[src/rtl/seq_alu_pkg.sv]
// Shared definitions for the sequential ALU: opcode encoding, FSM states and
// flag bit positions.
package seq_alu_pkg;

    typedef enum logic [3:0] {
        OP_ADD  = 4'h0,
        OP_SUB  = 4'h1,
        OP_MUL  = 4'h2,
        OP_DIV  = 4'h3,
        OP_SHL1 = 4'h4,
        OP_SHR1 = 4'h5,
        OP_ROL1 = 4'h6,
        OP_ROR1 = 4'h7,
        OP_AND  = 4'h8,
        OP_OR   = 4'h9,
        OP_XOR  = 4'hA,
        OP_NOR  = 4'hB,
        OP_NAND = 4'hC,
        OP_XNOR = 4'hD,
        OP_GT   = 4'hE,
        OP_EQ   = 4'hF
    } op_e;

    typedef enum logic [1:0] {
        ST_IDLE = 2'd0,
        ST_MUL  = 2'd1,
        ST_DIV  = 2'd2,
        ST_DONE = 2'd3
    } state_e;

    localparam int FLG_ZERO  = 0;
    localparam int FLG_CARRY = 1;
    localparam int FLG_OVF   = 2;
    localparam int FLG_DZ    = 3;

endpackage

[src/rtl/seq_muldiv_core.sv]
// Iterative datapath: shift-add multiplier and restoring divider sharing one
// {hi, lo} shift register pair. One iteration per step, WIDTH steps per op.
module seq_muldiv_core #(
    parameter int WIDTH = 16,
    parameter int CNT_W = $clog2(WIDTH + 1)
) (
    input  logic             clk,
    input  logic             reset,
    input  logic             load_i,
    input  logic             is_div_i,
    input  logic             step_i,
    input  logic [WIDTH-1:0] op_a_i,
    input  logic [WIDTH-1:0] op_b_i,
    output logic [WIDTH-1:0] lo_o,
    output logic [WIDTH-1:0] hi_o,
    output logic             last_o
);

    logic [WIDTH-1:0] lo_q, hi_q, opb_q;
    logic             is_div_q;
    logic [CNT_W-1:0] cnt_q;
    logic [WIDTH:0]   mul_sum, div_rem, div_diff;

    // lo_o/hi_o are the values after the current iteration, so the owner can
    // capture the final answer on the same edge the last step completes.
    // NOTE: every combinational output gets a value on every path, else a latch is inferred.
    always_comb begin
        mul_sum  = {1'b0, hi_q} + (lo_q[0] ? {1'b0, opb_q} : '0);
        div_rem  = {hi_q, lo_q[WIDTH-1]};
        div_diff = div_rem - {1'b0, opb_q};
        if (is_div_q) begin
            if (div_diff[WIDTH]) begin
                hi_o = div_rem[WIDTH-1:0];
                lo_o = {lo_q[WIDTH-2:0], 1'b0};
            end else begin
                hi_o = div_diff[WIDTH-1:0];
                lo_o = {lo_q[WIDTH-2:0], 1'b1};
            end
        end else begin
            hi_o = mul_sum[WIDTH:1];
            lo_o = {mul_sum[0], lo_q[WIDTH-1:1]};
        end
    end

    assign last_o = (cnt_q == CNT_W'(1));

    // NOTE: sequential state uses non-blocking assignments so all registers update together.
    always_ff @(posedge clk or posedge reset) begin
        if (reset) begin
            lo_q     <= '0;
            hi_q     <= '0;
            opb_q    <= '0;
            is_div_q <= 1'b0;
            cnt_q    <= '0;
        end else if (load_i) begin
            lo_q     <= op_a_i;
            hi_q     <= '0;
            opb_q    <= op_b_i;
            is_div_q <= is_div_i;
            cnt_q    <= CNT_W'(WIDTH);
        end else if (step_i) begin
            lo_q     <= lo_o;
            hi_q     <= hi_o;
            cnt_q    <= cnt_q - CNT_W'(1);
        end
    end

endmodule

[src/rtl/seq_alu.sv]
// Multi-cycle ALU with start/ready/done handshake and registered result/flags.
// Optional SEQ_ALU_WIDE_RESULT_EN adds result_hi (product high half / remainder).
module seq_alu
    import seq_alu_pkg::*;
#(
    parameter int WIDTH = 16,
    parameter int CNT_W = $clog2(WIDTH + 1)
) (
    input  logic             clk,
    input  logic             reset,
    input  logic             start,
    input  logic [3:0]       opcode,
    input  logic [WIDTH-1:0] operand1,
    input  logic [WIDTH-1:0] operand2,
    output logic             ready,
    output logic             done,
    output logic [WIDTH-1:0] result,
    output logic [3:0]       flags
`ifdef SEQ_ALU_WIDE_RESULT_EN
    ,
    output logic [WIDTH-1:0] result_hi
`endif
);

    state_e           state_q, state_d;
    logic [WIDTH-1:0] result_q, result_d, hi_q, hi_d;
    logic [3:0]       flags_q, flags_d;
    logic [WIDTH-1:0] alu_res, core_lo, core_hi;
    logic [3:0]       alu_flg;
    logic [WIDTH:0]   sum;
    logic             core_load, core_step, core_last, accept;

    seq_muldiv_core #(.WIDTH(WIDTH), .CNT_W(CNT_W)) u_core (
        .clk      (clk),
        .reset    (reset),
        .load_i   (core_load),
        .is_div_i (opcode == OP_DIV),
        .step_i   (core_step),
        .op_a_i   (operand1),
        .op_b_i   (operand2),
        .lo_o     (core_lo),
        .hi_o     (core_hi),
        .last_o   (core_last)
    );

    // Single-cycle results; the DIV arm is only used for the divide-by-zero case.
    always_comb begin
        sum     = {1'b0, operand1} + {1'b0, operand2};
        alu_res = '0;
        alu_flg = '0;
        case (opcode)
            OP_ADD:  begin alu_res = sum[WIDTH-1:0]; alu_flg[FLG_CARRY] = sum[WIDTH]; end
            OP_SUB:  begin alu_res = operand1 - operand2; alu_flg[FLG_CARRY] = operand1 < operand2; end
            OP_DIV:  begin alu_res = '1; alu_flg[FLG_DZ] = 1'b1; end
            OP_SHL1: alu_res = {operand1[WIDTH-2:0], 1'b0};
            OP_SHR1: alu_res = {1'b0, operand1[WIDTH-1:1]};
            OP_ROL1: alu_res = {operand1[WIDTH-2:0], operand1[WIDTH-1]};
            OP_ROR1: alu_res = {operand1[0], operand1[WIDTH-1:1]};
            OP_AND:  alu_res = operand1 & operand2;
            OP_OR:   alu_res = operand1 | operand2;
            OP_XOR:  alu_res = operand1 ^ operand2;
            OP_NOR:  alu_res = ~(operand1 | operand2);
            OP_NAND: alu_res = ~(operand1 & operand2);
            OP_XNOR: alu_res = ~(operand1 ^ operand2);
            OP_GT:   alu_res = {{(WIDTH-1){1'b0}}, operand1 > operand2};
            OP_EQ:   alu_res = {{(WIDTH-1){1'b0}}, operand1 == operand2};
            default: alu_res = '0;
        endcase
        alu_flg[FLG_ZERO] = (alu_res == '0);
    end

    assign ready  = (state_q == ST_IDLE) || (state_q == ST_DONE);
    assign done   = (state_q == ST_DONE);
    assign accept = ready && start;

    always_comb begin
        state_d   = state_q;
        result_d  = result_q;
        hi_d      = hi_q;
        flags_d   = flags_q;
        core_load = 1'b0;
        core_step = 1'b0;
        case (state_q)
            ST_IDLE, ST_DONE: begin
                if (accept) begin
                    if (opcode == OP_MUL) begin
                        core_load = 1'b1;
                        state_d   = ST_MUL;
                    end else if (opcode == OP_DIV && operand2 != '0) begin
                        core_load = 1'b1;
                        state_d   = ST_DIV;
                    end else begin
                        result_d = alu_res;
                        hi_d     = '0;
                        flags_d  = alu_flg;
                        state_d  = ST_DONE;
                    end
                end else begin
                    state_d = ST_IDLE;
                end
            end
            ST_MUL, ST_DIV: begin
                core_step = 1'b1;
                if (core_last) begin
                    result_d          = core_lo;
                    hi_d              = core_hi;
                    flags_d           = '0;
                    flags_d[FLG_ZERO] = (core_lo == '0);
                    flags_d[FLG_OVF]  = (state_q == ST_MUL) && (core_hi != '0);
                    state_d           = ST_DONE;
                end
            end
            default: state_d = ST_IDLE;
        endcase
    end

    always_ff @(posedge clk or posedge reset) begin
        if (reset) begin
            state_q  <= ST_IDLE;
            result_q <= '0;
            hi_q     <= '0;
            flags_q  <= '0;
        end else begin
            state_q  <= state_d;
            result_q <= result_d;
            hi_q     <= hi_d;
            flags_q  <= flags_d;
        end
    end

    assign result = result_q;
    assign flags  = flags_q;
`ifdef SEQ_ALU_WIDE_RESULT_EN
    assign result_hi = hi_q;
`endif

endmodule

[config.mk]
export PLATFORM = sky130hd
export DESIGN_NAME = seq_alu
export DESIGN_NICKNAME = d
export VERILOG_FILES = /design/src/rtl/seq_alu_pkg.sv /design/src/rtl/seq_muldiv_core.sv /design/src/rtl/seq_alu.sv
export SDC_FILE = /design/constraint.sdc
export NUM_CORES = 1
export LEC_CHECK = 0
export ABC_AREA = 1
export BUFFER_PORTS_ARGS = -buffer_cell sky130_fd_sc_hd__buf_2
export CAP_MARGIN = 20
export CORE_MARGIN = 2
export CORE_UTILIZATION = 30
export DETAILED_ROUTE_END_ITERATION = 16
export GPL_TIMING_DRIVEN = 0
export HOLD_SLACK_MARGIN = 0.15
export PLACE_DENSITY = 0.44
export SLEW_MARGIN = 5
export SYNTH_ARGS = -nofsm -noshare
export SYNTH_HDL_FRONTEND = slang
export SYNTH_SLANG_ARGS = --single-unit
[constraint.sdc]
create_clock -name clk -period 7.8 [get_ports clk]
set_clock_uncertainty 0.05 [all_clocks]
set_input_delay 1.56 -clock clk [delete_from_list [all_inputs] [get_ports clk]]
set_output_delay 1.56 -clock clk [all_outputs]
set_load 0.05 [all_outputs]
# After elaboration in Yosys (flattened, before gate mapping)
# Cells that the tools add are included.
[word_totals]
reg_bits = 76
in_bits = 39
out_inout_bits = 22
[op_classes]
add_sub_neg = 5
n_lt_le_gt_ge = 2
n_eq_ne = 24
n_mux = 34
n_bitwise = 6
n_reduce_logical = 14
[ops]
columns = ["op", "n"]
rows = [
  ["case mux 16 bit (15 select lines)", 1],
  ["two-way mux 16 bit", 12],
  ["NOT 16 bit", 3],
  ["equality test 4 bit (second input constant)", 8],
  ["zero test 16 bit", 2],
  ["case mux 16 bit (2 select lines)", 1],
  ["nonzero test 16 bit", 2],
  ["adder 16 x 16 -> 17 bit", 1],
  ["adder 16 x 17 -> 17 bit", 1],
  ["subtractor 17 x 16 -> 17 bit", 1],
  ["bitwise AND 16 bit", 1],
  ["equality test 16 bit", 1],
  ["equality test 4 x 3 -> 1 bit (second input constant)", 4],
  ["greater-than comparator 16 bit", 1],
  ["< comparator 16 bit", 1],
  ["two-way mux 4 bit", 4],
  ["OR 16 bit", 1],
  ["subtractor 16 bit", 1],
  ["XOR 16 bit", 1],
  ["two-way mux 5 bit", 2],
  ["equality test 4 x 2 -> 1 bit (second input constant)", 2],
  ["two-way mux 1 bit", 8],
  ["!= test 2 bit (second input constant)", 4],
  ["case mux 4 bit (2 select lines)", 1],
  ["other kinds (15)", 21],
]

# Depth between registers and ports, before layout
[logic_depth]
word_depth = 8
mapped_depth = 23
mapped_depth_nobuf = 22

# Cells and area by module
# A second synthesis with hierarchy kept.
[unflattened]
cells_unflattened = 1683
hier_area_um2 = 9748.1
[by_module_without_submodules]
columns = ["module", "n_inst", "cells_per_inst", "area_per_inst_um2", "seq_area_each_um2"]
rows = [
  ["seq_alu", 1, 907, 4874.7, 550.5],
  ["seq_muldiv_core", 1, 776, 4873.4, 1351.3],
]

# Worst setup path before layout
# OpenSTA, ideal clock, no wires.
[synth_timing]
kind = "input port to flip-flop"
from = "in operand1[0]"
to = "reg flags_q[0], in the netlist flags[0]"
t_arrival_ps = 3293
slack_ps = 4379
cell_stages = 14
path_cell_list = "ha_1 fa_1 or2_2 nand3_1 o21ai_0 nor2_1 nand4_1 nor2_1 nand3_1 nor2_1 nand2_1 nor2_1 nand2_1 a21oi_1"
[synth_between]
elab_chain_len = 8
[synth_lines]
columns = ["item", "line_no", "source"]
rows = [
  ["from (decl)", "seq_alu.sv:13", "input logic [WIDTH-1:0] operand1,"],
  ["branches (longest 2 deep; another with subtractor 16 bit)", "n/a", ""],
  ["case mux 16 bit (15 select lines) (*)", "seq_alu.sv:51", "case (opcode)"],
  ["zero test 16 bit (*)", "seq_alu.sv:69", "alu_flg[FLG_ZERO] = (alu_res == '0);"],
  ["two-way mux 4 bit (*)", "seq_alu.sv:89", "end else if (opcode == OP_DIV && operand2 != '0) begin"],
  ["two-way mux 4 bit (*)", "seq_alu.sv:86", "if (opcode == OP_MUL) begin"],
  ["two-way mux 4 bit (*)", "seq_alu.sv:85", "if (accept) begin"],
  ["case mux 4 bit (2 select lines) (*)", "seq_alu.sv:83", "case (state_q)"],
  ["to (signal assigned)", "seq_alu.sv:127", "flags_q <= flags_d;"],
  ["to (decl)", "seq_alu.sv:27", "logic [3:0] flags_q, flags_d;"],
]
# Mark *: on every way between the ends. The select of a mux whose other input is x is not followed.
# A chain may end at the register's enable or synchronous reset.

# Final worst setup path
[layout_timing]
from = "in operand1[2]"
to = "reg flags_q[0], in the netlist flags[0]"
# Same word-level chain as after synthesis.

==> key figures <==
Floorplanning
  – Top-level I/O count: 61
  – Initial Util: 30.62%
  – Std cell rows: 63
  – Die area: 31740 um^2
  – Core ar.: 29720 um^2
  – Die Ht: 178.2 um
  – Width of the die: 178.2 um

CTS
  – Post-CTS Setup Inserts: 0
  – Root buf cell: clkbuf_16
  – Num CTS Buffers: 9
  – Post-CTS Hold Buffers: 0
  – Post-cts resize count: 0
  – CTS clk-pin slew, worst paths: 0.07 ns
  – Worst skew pair latency: 0.35 ns
  – Worst-case clock buffer depth: 2
  – CTS tree: yes
  – CTS sink cnt: 76
  – H-tree Lvls: 3

Power and ir drop
  – Sequential share of power: 19.8%
  – Leakage Power: 0.005485 uW
  – Pwr/cell area: 367.4 nW/um^2
  – Sw Share: 56.60%
  – Clock share of power: 11.7%
  – Internal Power: 1629 uW
  – Comb pwr share: 68.5%
  – Post-layout power: 3755 uW
  – Max VDD drop: 126.4 uV
  – Switch Pwr: 2125 uW

Worst setup path
  – Crit path largest cell delay: 0.39 ns
  – Worst endpoint data arrival time: 4.28 ns
  – Critical Path Fanout Max: 9
  – Slowest-stage cell, CP: o21bai_1
  – CP cell instances: buf_2 > inv_1 > ha_1 > buf_2 > inv_1 > nand3b_1 > nand2_1 > nand2_1 > o21bai_1 > nand2_1 > a21oi_1 > nor2_1 > nor2_1 > nand3_1 > nor2_1 > nand2_1 > a21oi_1
  – Crit path buffers/inverters: 4
  – Startpoint types: input port
  – Delay-heaviest family, CP: simple AND/OR/NAND/NOR gates
  – Setup CP Type: in -> reg
  – Cell repeated most along the worst path: nand2_1
  – Setup crit end kind: register
  – Worst path required time: 8.03 ns

Routing
  – Mean routed wirelength per cell: 18.71 um
  – Via count: 10050
  – Routed WL: 37040 um
  – Drt drc: 0
  – Initial drt markers: 757
  – Antenna-violating nets left: 0
  – Vias per cell: 5.079
  – First-pass DRT Iterations: 5

Worst hold path
  – Worst min path class: reg -> reg

Logic synthesis
  – Post-synthesis sequential area ratio: 20.90%
  – Mean Syn Cell Area: 6.018 um^2
  – Syn Nets: 1645
  – Yosys top cell area share: 20.90%
  – Yosys warns: 0
  – Synth unique cells: 44
  – Top FF cell, synth: dfrtp_1
  – Post-synth ARST share: 100.0%
  – Post-synth top area cell: dfrtp_1
  – EDFF count, synth: 0
  – Synthesized netlist cell count: 1512
  – Synth area leaders: dfrtp_1 21%, nand2_1 19%, ha_1 12%, inv_1 9.4%, o21ai_0 6.4%
  – Synthesis-stage register bit count: 76
  – Mapped cell area: 9099 um^2

Layout
  – Fraction of layout cells with a size suffix above 1: 7.992%
  – Area grow syn2layout: 12.31%
  – Final net count: 1717
  – Fillers: 3374
  – Antenna diode count: 0

Timing
  – Fin. Hold Viols: 0
  – Period utilisation layout: 51.97%
  – Final setup violation count: 0
  – Max Freq: 246.7 MHz
  – Max-slew violations: 0
  – Slew @ Worst Pin: 0.9886 ns
  – RSZ-0062 raised after global routing: no
  – Setup_tns: 0 ns
  – Slew Limit Headroom: 33.85%
  – Hold slack: 0.4329 ns
  – Crit path time final: 4.054 ns

Global routing
  – Vias in the first global route: 10050
  – First-pass GRT wire length: 56970 um
  – Initial antenna violation count: 0
  – GRT Total Usage: 23.75%
  – GR Overflow Total: 0
  – Largest net degree at the start of global routing: 56

Placement
  – Post-DP HPWL: 30490 um
  – RD Place Congestion: 0.9049
  – Port Buffers: 60

Run status
  – Outcome: completed

Flow run
  – Max-cap violations: 0
==> worst register-to-register path, cell delays in order, from the launching register on <==
cell and delay [ns]:
dfrtp_1 0.38, inv_1 0.22, ha_1 0.21, inv_1 0.07
fa_1 0.40, nand2_1 0.12, nand2_1 0.09, nand3_1 0.14
nand2_2 0.09, nand2_4 0.09, nand3_2 0.16, nand3_1 0.29
o21ai_0 0.19, o21ai_0 0.47, inv_1 0.08, a21oi_1 0.15
==> cell families after synthesis <==
| kind of cell | share of synthesized area, % |
|---|---|
| compound gates | 16.58 |
| xor+xnor | 0.7700 |
| fa+ha+maj | 13.26 |
| buf+inv | 11.88 |
| flops | 20.90 |
| simple gates | 36.61 |
==> power groups by stage <==
stage	clock network, uW	registers (uW)	logic, uW
after global placement	0	748	2580
after detailed placement	0	751	2580
after CTS	448	744	2590
after floorplan	0	853	1720
after global routing	464	765	2910
final	440	743	2570
==> flip-flops by register name, indices dropped and copies added (netlist names) <==
signal           cells
u_core.cnt_q         5
flags                4
state_q              2
u_core.is_div_q      1
result              16
u_core.lo_q         16
u_core.hi_q         16
u_core.opb_q        16
==> per-stage QoR <==
step	std cells	utilization (%)	setup WS [ns]	instance area (um^2)
3_5_place_dp	1963	33.37	3.453	9917
4_1_cts	1979	34.39	3.794	10220
3_3_place_gp	1962	33.27	3.044	9887
5_1_grt	1979	34.39	3.560	10220
6_report	1979	34.39	3.746	10220
2_1_floorplan	1512	-	4.252	9099
==> layer usage <==
metal | vias to the layer above | routed length (um) | GRT usage, %
met4 | 0 | 1212 | 8.060
met1 | 4676 | 16150 | 29.55
met5 | - | 0 | 0
met2 | 278 | 18360 | 42.99
li1 | 5026 | - | -
met3 | 72 | 1313 | 1.876
==> final timing paths <==
check / end / slack (ns) / cells after the start / from
max: flags[0]$_DFFE_PP0P_ / 3.75 / 17 / operand1[2]
min: flags[1]$_DFFE_PP0P_ / 0.43 / 2 / flags[1]$_DFFE_PP0P_
max reg2reg: flags[0]$_DFFE_PP0P_ / 4.52 / 15 / u_core.lo_q[15]$_DFFE_PP0P_
min reg2reg: flags[1]$_DFFE_PP0P_ / 0.43 / 2 / flags[1]$_DFFE_PP0P_
max in group asynchronous: u_core.opb_q[7]$_DFFE_PP0P_ / 5.97 / 3 / reset
min in group asynchronous: u_core.cnt_q[0]$_DFFE_PP0P_ / 1.13 / 2 / reset
==> cells in the final DEF, fill, tap and decap left out, types with 19 or more instances in the layout <==
cell type and count:
a21oi_1 64, buf_2 78, clkbuf_1 25, dfrtp_1 76, ha_1 90, inv_1 226, nand2_1 472, nand3_1 108
nor2_1 143, o21ai_0 117, o22ai_1 19
==> Yosys cell counts, types with 3 or more instances <==
master    count
nand2_1     472
a21oi_1      64
inv_2         3
buf_2        18
o211ai_1     11
nand3_2       3
nor2_1      143
fa_1          4
clkbuf_1     24
nand4_1      13
or2_2         8
a31oi_1      14
xor2_1        4
nor4_1       12
dfrtp_1      76
a21o_1        3
o22ai_1      19
xnor2_1       4
ha_1         90
o21ai_0     117
o21a_1        4
nand3_1     108
nand2_2       5
nand2_4       4
o21bai_1      4
inv_1       227
nand3b_1     10
nor3_1       10
o221ai_1     18
==> layout make-up <==
type / instances / area [um^2] / area share [%]
clock buffer: 11 / 242.7 / 2.375
buffer: 46 / 210.2 / 2.057
tap: 390 / 488.0 / 4.775
timing repair buffer: 61 / 327.8 / 3.208
sequential: 76 / 1902 / 18.61
inverter: 232 / 873.3 / 8.547
clock inverter: 5 / 58.81 / 0.5755
multi-input combinational: 1158 / 6116 / 59.85
Power figures use the tool's default switching activity.
